**config.mk**
```make
export PLATFORM = sky130hd
export DESIGN_NAME = deser_rr_sched
export DESIGN_NICKNAME = d
export VERILOG_FILES = /design/src/rtl/deser_rr_sched.sv
export SDC_FILE = /design/constraint.sdc
export NUM_CORES = 1
export LEC_CHECK = 0
export CAP_MARGIN = 20
export CORE_MARGIN = 5
export CORE_UTILIZATION = 57
export CTS_CLUSTER_SIZE = 40
export DETAILED_ROUTE_END_ITERATION = 8
export DONT_BUFFER_PORTS = 1
export PLACE_DENSITY = 0.82
export SYNTH_ARGS = -nofsm -noshare
export SYNTH_HDL_FRONTEND = slang
export SYNTH_SLANG_ARGS = --single-unit
```
**constraint.sdc**
```tcl
create_clock -name clk_i -period 4.1 [get_ports clk_i]
set_input_delay 0.82 -clock clk_i [delete_from_list [all_inputs] [get_ports clk_i]]
set_output_delay 0.82 -clock clk_i [all_outputs]
set_load 0.005 [all_outputs]
```
**src/rtl/deser_rr_sched.sv**
```systemverilog
// deser_rr_sched: round-robin owner of a single shared deserializer.
// One requesting serial channel is granted for exactly one WIDTH-bit word.
// Its bits are steered into the deserializer, and the resulting word is
// returned tagged with the channel index. If the deserializer stays silent
// for too long, a timeout pulse is raised instead.
//
// Handshake semantics (all signals sampled on posedge clk_i):
//   req_i[k]        level request; looked at only while idle, no ack other than gnt_o.
//   gnt_o[k]        registered one-hot owner; held until WIDTH valid bits have passed.
//   data_val_i[k]   qualifies data_i[k] for one cycle; gaps are allowed, no backpressure.
//   ser_data_val_o  combinational copy of the owner's data_val_i while streaming, else 0.
//   deser_data_val_i  one-cycle word strobe from the deserializer; honoured only while waiting.
//   word_val_o / timeout_o  single-cycle, mutually exclusive completion pulses; no backpressure.
module deser_rr_sched #(
  parameter int N       = 4,
  parameter int WIDTH   = 16,
  parameter int TIMEOUT = 8,
  localparam int CH_W   = (N > 1) ? $clog2(N) : 1
) (
  input  logic             clk_i,
  input  logic             srst_i,
  input  logic [N-1:0]     req_i,
  input  logic [N-1:0]     data_i,
  input  logic [N-1:0]     data_val_i,
  output logic [N-1:0]     gnt_o,
  output logic             ser_data_o,
  output logic             ser_data_val_o,
  input  logic [WIDTH-1:0] deser_data_i,
  input  logic             deser_data_val_i,
  output logic [WIDTH-1:0] word_o,
  output logic [CH_W-1:0]  word_chan_o,
  output logic             word_val_o,
  output logic             timeout_o,
  output logic [1:0]       state_dbg_o
);

  localparam int BC_W = (WIDTH > 1) ? $clog2(WIDTH) : 1;
  localparam int WC_W = $clog2(TIMEOUT + 1);

  typedef enum logic [1:0] {
    ST_IDLE   = 2'd0,
    ST_STREAM = 2'd1,
    ST_WAIT   = 2'd2
  } state_t;

  state_t          state_q;
  state_t          state_d;
  logic [CH_W-1:0] g_idx;
  logic [CH_W-1:0] ptr;
  logic [CH_W-1:0] ptr_inc;
  logic [BC_W-1:0] bit_cnt;
  logic [WC_W-1:0] wait_cnt;

  logic            pick_found;
  logic [CH_W-1:0] pick_idx;
  logic [N-1:0]    pick_onehot;
  logic            fwd_last;
  logic            cap;
  logic            tmo;

  assign state_dbg_o = state_q;
  assign ptr_inc     = (g_idx == CH_W'(N - 1)) ? '0 : g_idx + CH_W'(1);

  // Round-robin pick: first requester at or after ptr, wrapping mod N.
  always_comb begin
    int              cand;
    logic [CH_W-1:0] cand_idx;
    pick_found  = 1'b0;
    pick_idx    = '0;
    pick_onehot = '0;
    cand        = 0;
    cand_idx    = '0;
    for (int i = 0; i < N; i++) begin
      cand = int'(ptr) + i;
      if (cand >= N) cand = cand - N;
      cand_idx = CH_W'(cand);
      if (!pick_found && req_i[cand_idx]) begin
        pick_found = 1'b1;
        pick_idx   = cand_idx;
      end
    end
    pick_onehot[pick_idx] = pick_found;
  end

  // State register.
  always_ff @(posedge clk_i) begin
    if (srst_i) state_q <= ST_IDLE;
    else        state_q <= state_d;
  end

  // Next state, serial steering mux and completion strobes.
  always_comb begin
    state_d        = state_q;
    ser_data_o     = 1'b0;
    ser_data_val_o = 1'b0;
    fwd_last       = 1'b0;
    cap            = 1'b0;
    tmo            = 1'b0;
    case (state_q)
      ST_IDLE: begin
        if (pick_found) state_d = ST_STREAM;
      end
      ST_STREAM: begin
        ser_data_o     = data_i[g_idx];
        ser_data_val_o = data_val_i[g_idx];
        if (data_val_i[g_idx] && (bit_cnt == BC_W'(WIDTH - 1))) begin
          fwd_last = 1'b1;
          state_d  = ST_WAIT;
        end
      end
      ST_WAIT: begin
        // A word arriving on the last allowed cycle beats the timeout.
        if (deser_data_val_i) begin
          cap     = 1'b1;
          state_d = ST_IDLE;
        end else if (wait_cnt == WC_W'(TIMEOUT - 1)) begin
          tmo     = 1'b1;
          state_d = ST_IDLE;
        end
      end
      default: state_d = ST_IDLE;
    endcase
  end

  // Grant, counters, pointer and captured word.
  always_ff @(posedge clk_i) begin
    if (srst_i) begin
      gnt_o       <= '0;
      g_idx       <= '0;
      ptr         <= '0;
      bit_cnt     <= '0;
      wait_cnt    <= '0;
      word_o      <= '0;
      word_chan_o <= '0;
      word_val_o  <= 1'b0;
      timeout_o   <= 1'b0;
    end else begin
      word_val_o <= cap;
      timeout_o  <= tmo;
      case (state_q)
        ST_IDLE: begin
          bit_cnt  <= '0;
          wait_cnt <= '0;
          if (pick_found) begin
            gnt_o <= pick_onehot;
            g_idx <= pick_idx;
          end
        end
        ST_STREAM: begin
          if (ser_data_val_o) begin
            if (fwd_last) begin
              bit_cnt <= '0;
              gnt_o   <= '0;
            end else begin
              bit_cnt <= bit_cnt + BC_W'(1);
            end
          end
        end
        ST_WAIT: begin
          wait_cnt <= wait_cnt + WC_W'(1);
          if (cap || tmo) begin
            wait_cnt <= '0;
            ptr      <= ptr_inc;
          end
          if (cap) begin
            word_o      <= deser_data_i;
            word_chan_o <= g_idx;
          end
        end
        default: begin
          gnt_o <= '0;
        end
      endcase
    end
  end

endmodule

```
==> summary.md <==
The deepest level of the CTS H-tree was 2. The clock transition at the register clock pins on the worst setup and hold paths after CTS is 0.11 ns, and the total via count in the routed design is 1407. The layout overhead on the synthesized area was 6.77%; the depth of the worst register-to-register path was 4.

The synthesized netlist occupies a cell area of 1680 sq um. After floorplanning, the core was divided into 19 placement rows. The post-synthesis register bit count was 38.

For this block, the routed nets add up to 3750 microns of wire. After detailed routing, the average wire length per cell comes to 16.6 microns. After layout, the worst path uses 61.9% of the clock period. The path class of the lowest-slack min-delay path was reg -> reg.

For this run, the register share of the synthesized area comes to 45.2%. The root buffer selected by CTS is clkbuf_4. Most common library cell in the layout ignoring fill and taps: nand2_1. In the final design database the tool counted 228 nets. The tools report the maximum VDD drop as 0.000330 V. The worst register-to-register path ends at word_o[12]$_SDFFE_PP0P_. TritonCTS built the clock tree. STA puts the critical path data arrival time at 1.72 ns. The number of clock buffers inserted by TritonCTS was 5. Critical path capture point type: a primary output. The DRC marker count from the first detailed-route iteration was 103. Headroom to the max-slew limit came out at 33.6%. The region available for standard cell placement spans 2780 sq um.

Total track usage: 18.3%. Summed over all layers, the global routing overflow is 0. In this run the tool buffered the top-level ports with 0 buffer cells. The run gives 0 as the total count of hold-check failures in the final report. In this run the power density over the cells is 413 nW/um^2. The tools report the overall power as 0.000741 W. The die is 64.3 microns tall.

Summed over all nets, the switching power comes to 0.000146 W. The worst setup path is of the reg -> out kind. The number of antenna violations at the first check in global routing was 0. The first global-routing pass estimated 6100 microns of wire. Timing would allow up to 394 MHz. The tool flagged a number of max-cap violations equal to 0.

In this run, the clock network consumes 44.7% of the power. Summed over its instances, the top area cell type makes up 45.2% of the synthesized netlist area. The HPWL reported at the end of detailed placement is 2800 microns.

Sequential cells account for 51.3% of the total power. The hold-critical path depth works out to 2. The run gives 3.28 ns as the data required time at the worst endpoint. The flow ran to the end, and the final reports show no timing, DRC or antenna violations.

The antenna cell count came out at 0. Setup repair after global routing left no endpoint under its margin. For the number of warnings printed during yosys synthesis, the log shows 0.

For the via count of the first global-routing pass, the log shows 1310. The number of vias per cell after detailed routing works out to 6.23. The overall die width was 64.3 microns. The logs give 59 for the count of boundary I/O pins and 0 for the number of setup violations in the final report. No sink is reached through more buffers than the 2 on the longest clock path. Counting distinct cell types in the post-synthesis netlist gives 45.

Hold repair after CTS inserted 0 buffers. The library cells used most frequently in the layout, excluding fill and tap cells, are 43 x nand2_1, 38 x dfxtp_1, 22 x a21oi_1, 14 x nor2_1. Routability-driven placement finished with a final weighted congestion of 0.792. The tree built by TritonCTS fans out to 38 sinks. For this run, design rule violations remaining after detail routing come to 0. The slack of the worst reg-to-reg path was 1.97 ns. The logs give 0 for the number of pins with negative max-slew slack in the final report and 39 for the maximum number of pins on one net before global-route repair.

The maximum fanout along the worst path is 7. Source of the worst hold timing path: word_o[4]$_SDFFE_PP0P_. The first-pass iteration count of the detailed router is 4. The proportion of power drawn by combinational gates was 4.0%. The post-route netlist has 7.69% of its cells at a drive strength greater than 1. The worst hold path endpoint was word_o[4]$_SDFFE_PP0P_. Slew of the pin with the lowest slew margin: 0.990 ns. The post-synthesis area per instance works out to 8.59 sq um.

In this run the critical register-to-register path is launched from state_dbg_o[1]$_SDFFE_PP0P_. Buffers added to address setup during post-CTS repair amount to 0. The floorplan step defined a die boundary enclosing 4140 sq um. The switching part of the total power is 19.7%. The summed negative setup slack over all endpoints was 0 ns. After technology mapping, the gate count stands at 196.

For the final antenna-violating net count, the log shows 0. At the later pin of the worst-skew pair, clock insertion delay measures 0.34 ns. The layout filler cell count was 247. Starting utilization of the core area: 60.5%. The cell-internal power came out at 0.000595 W. The routed design could run at a clock period as short as 2.54 ns.

Synthesis produced a netlist with a net count of 230. The sort of element at the start of the critical path was a flip-flop. The worst-case clock skew was 0.00547 ns. Cell leakage power: 0.635 nW. The total of cells resized after clock tree synthesis is 0.

Sorting the synthesized cells by area gives the leading types as dfxtp_1 45%, nand2_1 9.6%, a21oi_1 6.5%, nor2_1 3.1%, ha_1 2.2%. Cell type with the largest total area after synthesis: dfxtp_1.
==> worst max-delay path by stage <==
stage / cells after the start / slack (ns) / from / to
floorplan: 2 / 1.70 / data_val_i[3] / ser_data_val_o
global placement: 2 / 1.67 / data_val_i[3] / ser_data_val_o
detailed placement: 2 / 1.66 / data_val_i[3] / ser_data_val_o
CTS: 2 / 1.55 / g_idx[0]$_SDFFE_PP0P_ / ser_data_val_o
global route: 2 / 1.49 / g_idx[0]$_SDFFE_PP0P_ / ser_data_val_o
finish: 2 / 1.56 / g_idx[0]$_SDFFE_PP0P_ / ser_data_val_o
==> metal layers <==
metal	track usage, %	part of all wire [%]
met1	20.7	39
met2	30.1	51
met3	8.06	8.6
met4	7.12	1.4
met5	0	0
==> logic make-up after synthesis <==
family	Yosys count	synth area share [%]
muxes	5	4.83
and+or+nand+nor	89	25.2
adders and majority gates	3	2.23
buffers and inverters	13	3.05
DFF	38	45.2
AOI/OAI and AO/OA	46	18.4
xor gates and xnor gates	2	1.04
==> cell usage after synthesis <==
cell type	count
nand4_1	1
nand3_1	4
mux2_2	1
mux4_2	1
o211ai_1	1
mux4_1	1
ha_1	3
nor3b_1	1
o21ai_1	1
mux2i_1	1
mux2_1	1
xor2_1	2
nor3_1	5
and2_1	2
o21a_1	2
a22oi_1	2
a21oi_1	22
nand2b_1	4
o2bb2ai_1	2
a2111oi_2	1
nor3_2	1
nor2_1	14
and4b_1	1
a311oi_1	3
nor4_1	2
buf_1	1
a21o_1	1
o31ai_4	1
nand2_1	43
nor2b_1	4
and4_4	1
and3b_1	1
dfxtp_1	38
and3_2	1
a32o_1	2
a32oi_1	1
buf_2	2
o21ai_0	5
clkbuf_1	6
a311o_1	1
inv_1	4
a31oi_1	1
nand3b_1	1
or3b_1	1
or3_1	2
==> area by class of cell <==
class	instances	area, sq um	area share, %
Multi-Input combinational cell	145	871	48.5
Clock buffer	6	51.3	2.86
Sequential cell	38	761	42.3
Clock inverter	2	60.1	3.34
Tap cell	31	38.8	2.16
Inverter	4	15.0	0.836
==> power groups by stage <==
stage	logic, W	clock network, W	registers [W]
final	0.0000298	0.000331	0.000380
after global routing	0.0000330	0.000355	0.000381
after CTS	0.0000296	0.000333	0.000380
after detailed placement	0.0000295	0	0.000389
after global placement	0.0000279	0	0.000388
after floorplan	0.0000325	0	0.000385
==> state kept, by name (all words and copies together) (netlist names) <==
name / count
word_o: 16
word_val_o: 1
timeout_o: 1
g_idx: 2
gnt_o: 4
word_chan_o: 2
state_dbg_o: 2
ptr: 2
bit_cnt: 4
wait_cnt: 4
==> stage by stage <==
| step | cells | utilization (%) | setup slack (ns) | instance area, sq um | hold WS, ns |
|---|---|---|---|---|---|
| 2_1_floorplan | 196 | - | 1.70 | 1680 | 0.440 |
| 3_3_place_gp | 218 | 60.6 | 1.67 | 1690 | 0.451 |
| 3_5_place_dp | 218 | 60.6 | 1.66 | 1690 | 0.459 |
| 4_1_cts | 226 | 64.6 | 1.55 | 1800 | 0.478 |
| 5_1_grt | 226 | 64.6 | 1.49 | 1800 | 0.490 |
| 6_report | 226 | 64.6 | 1.56 | 1800 | 0.479 |
==> critical path, stage by stage, from the launching register on <==
cell	delay, ns
dfxtp_1	0.48
mux4_2	0.63
and3_2	0.27
(Power assumes the default switching activity.)
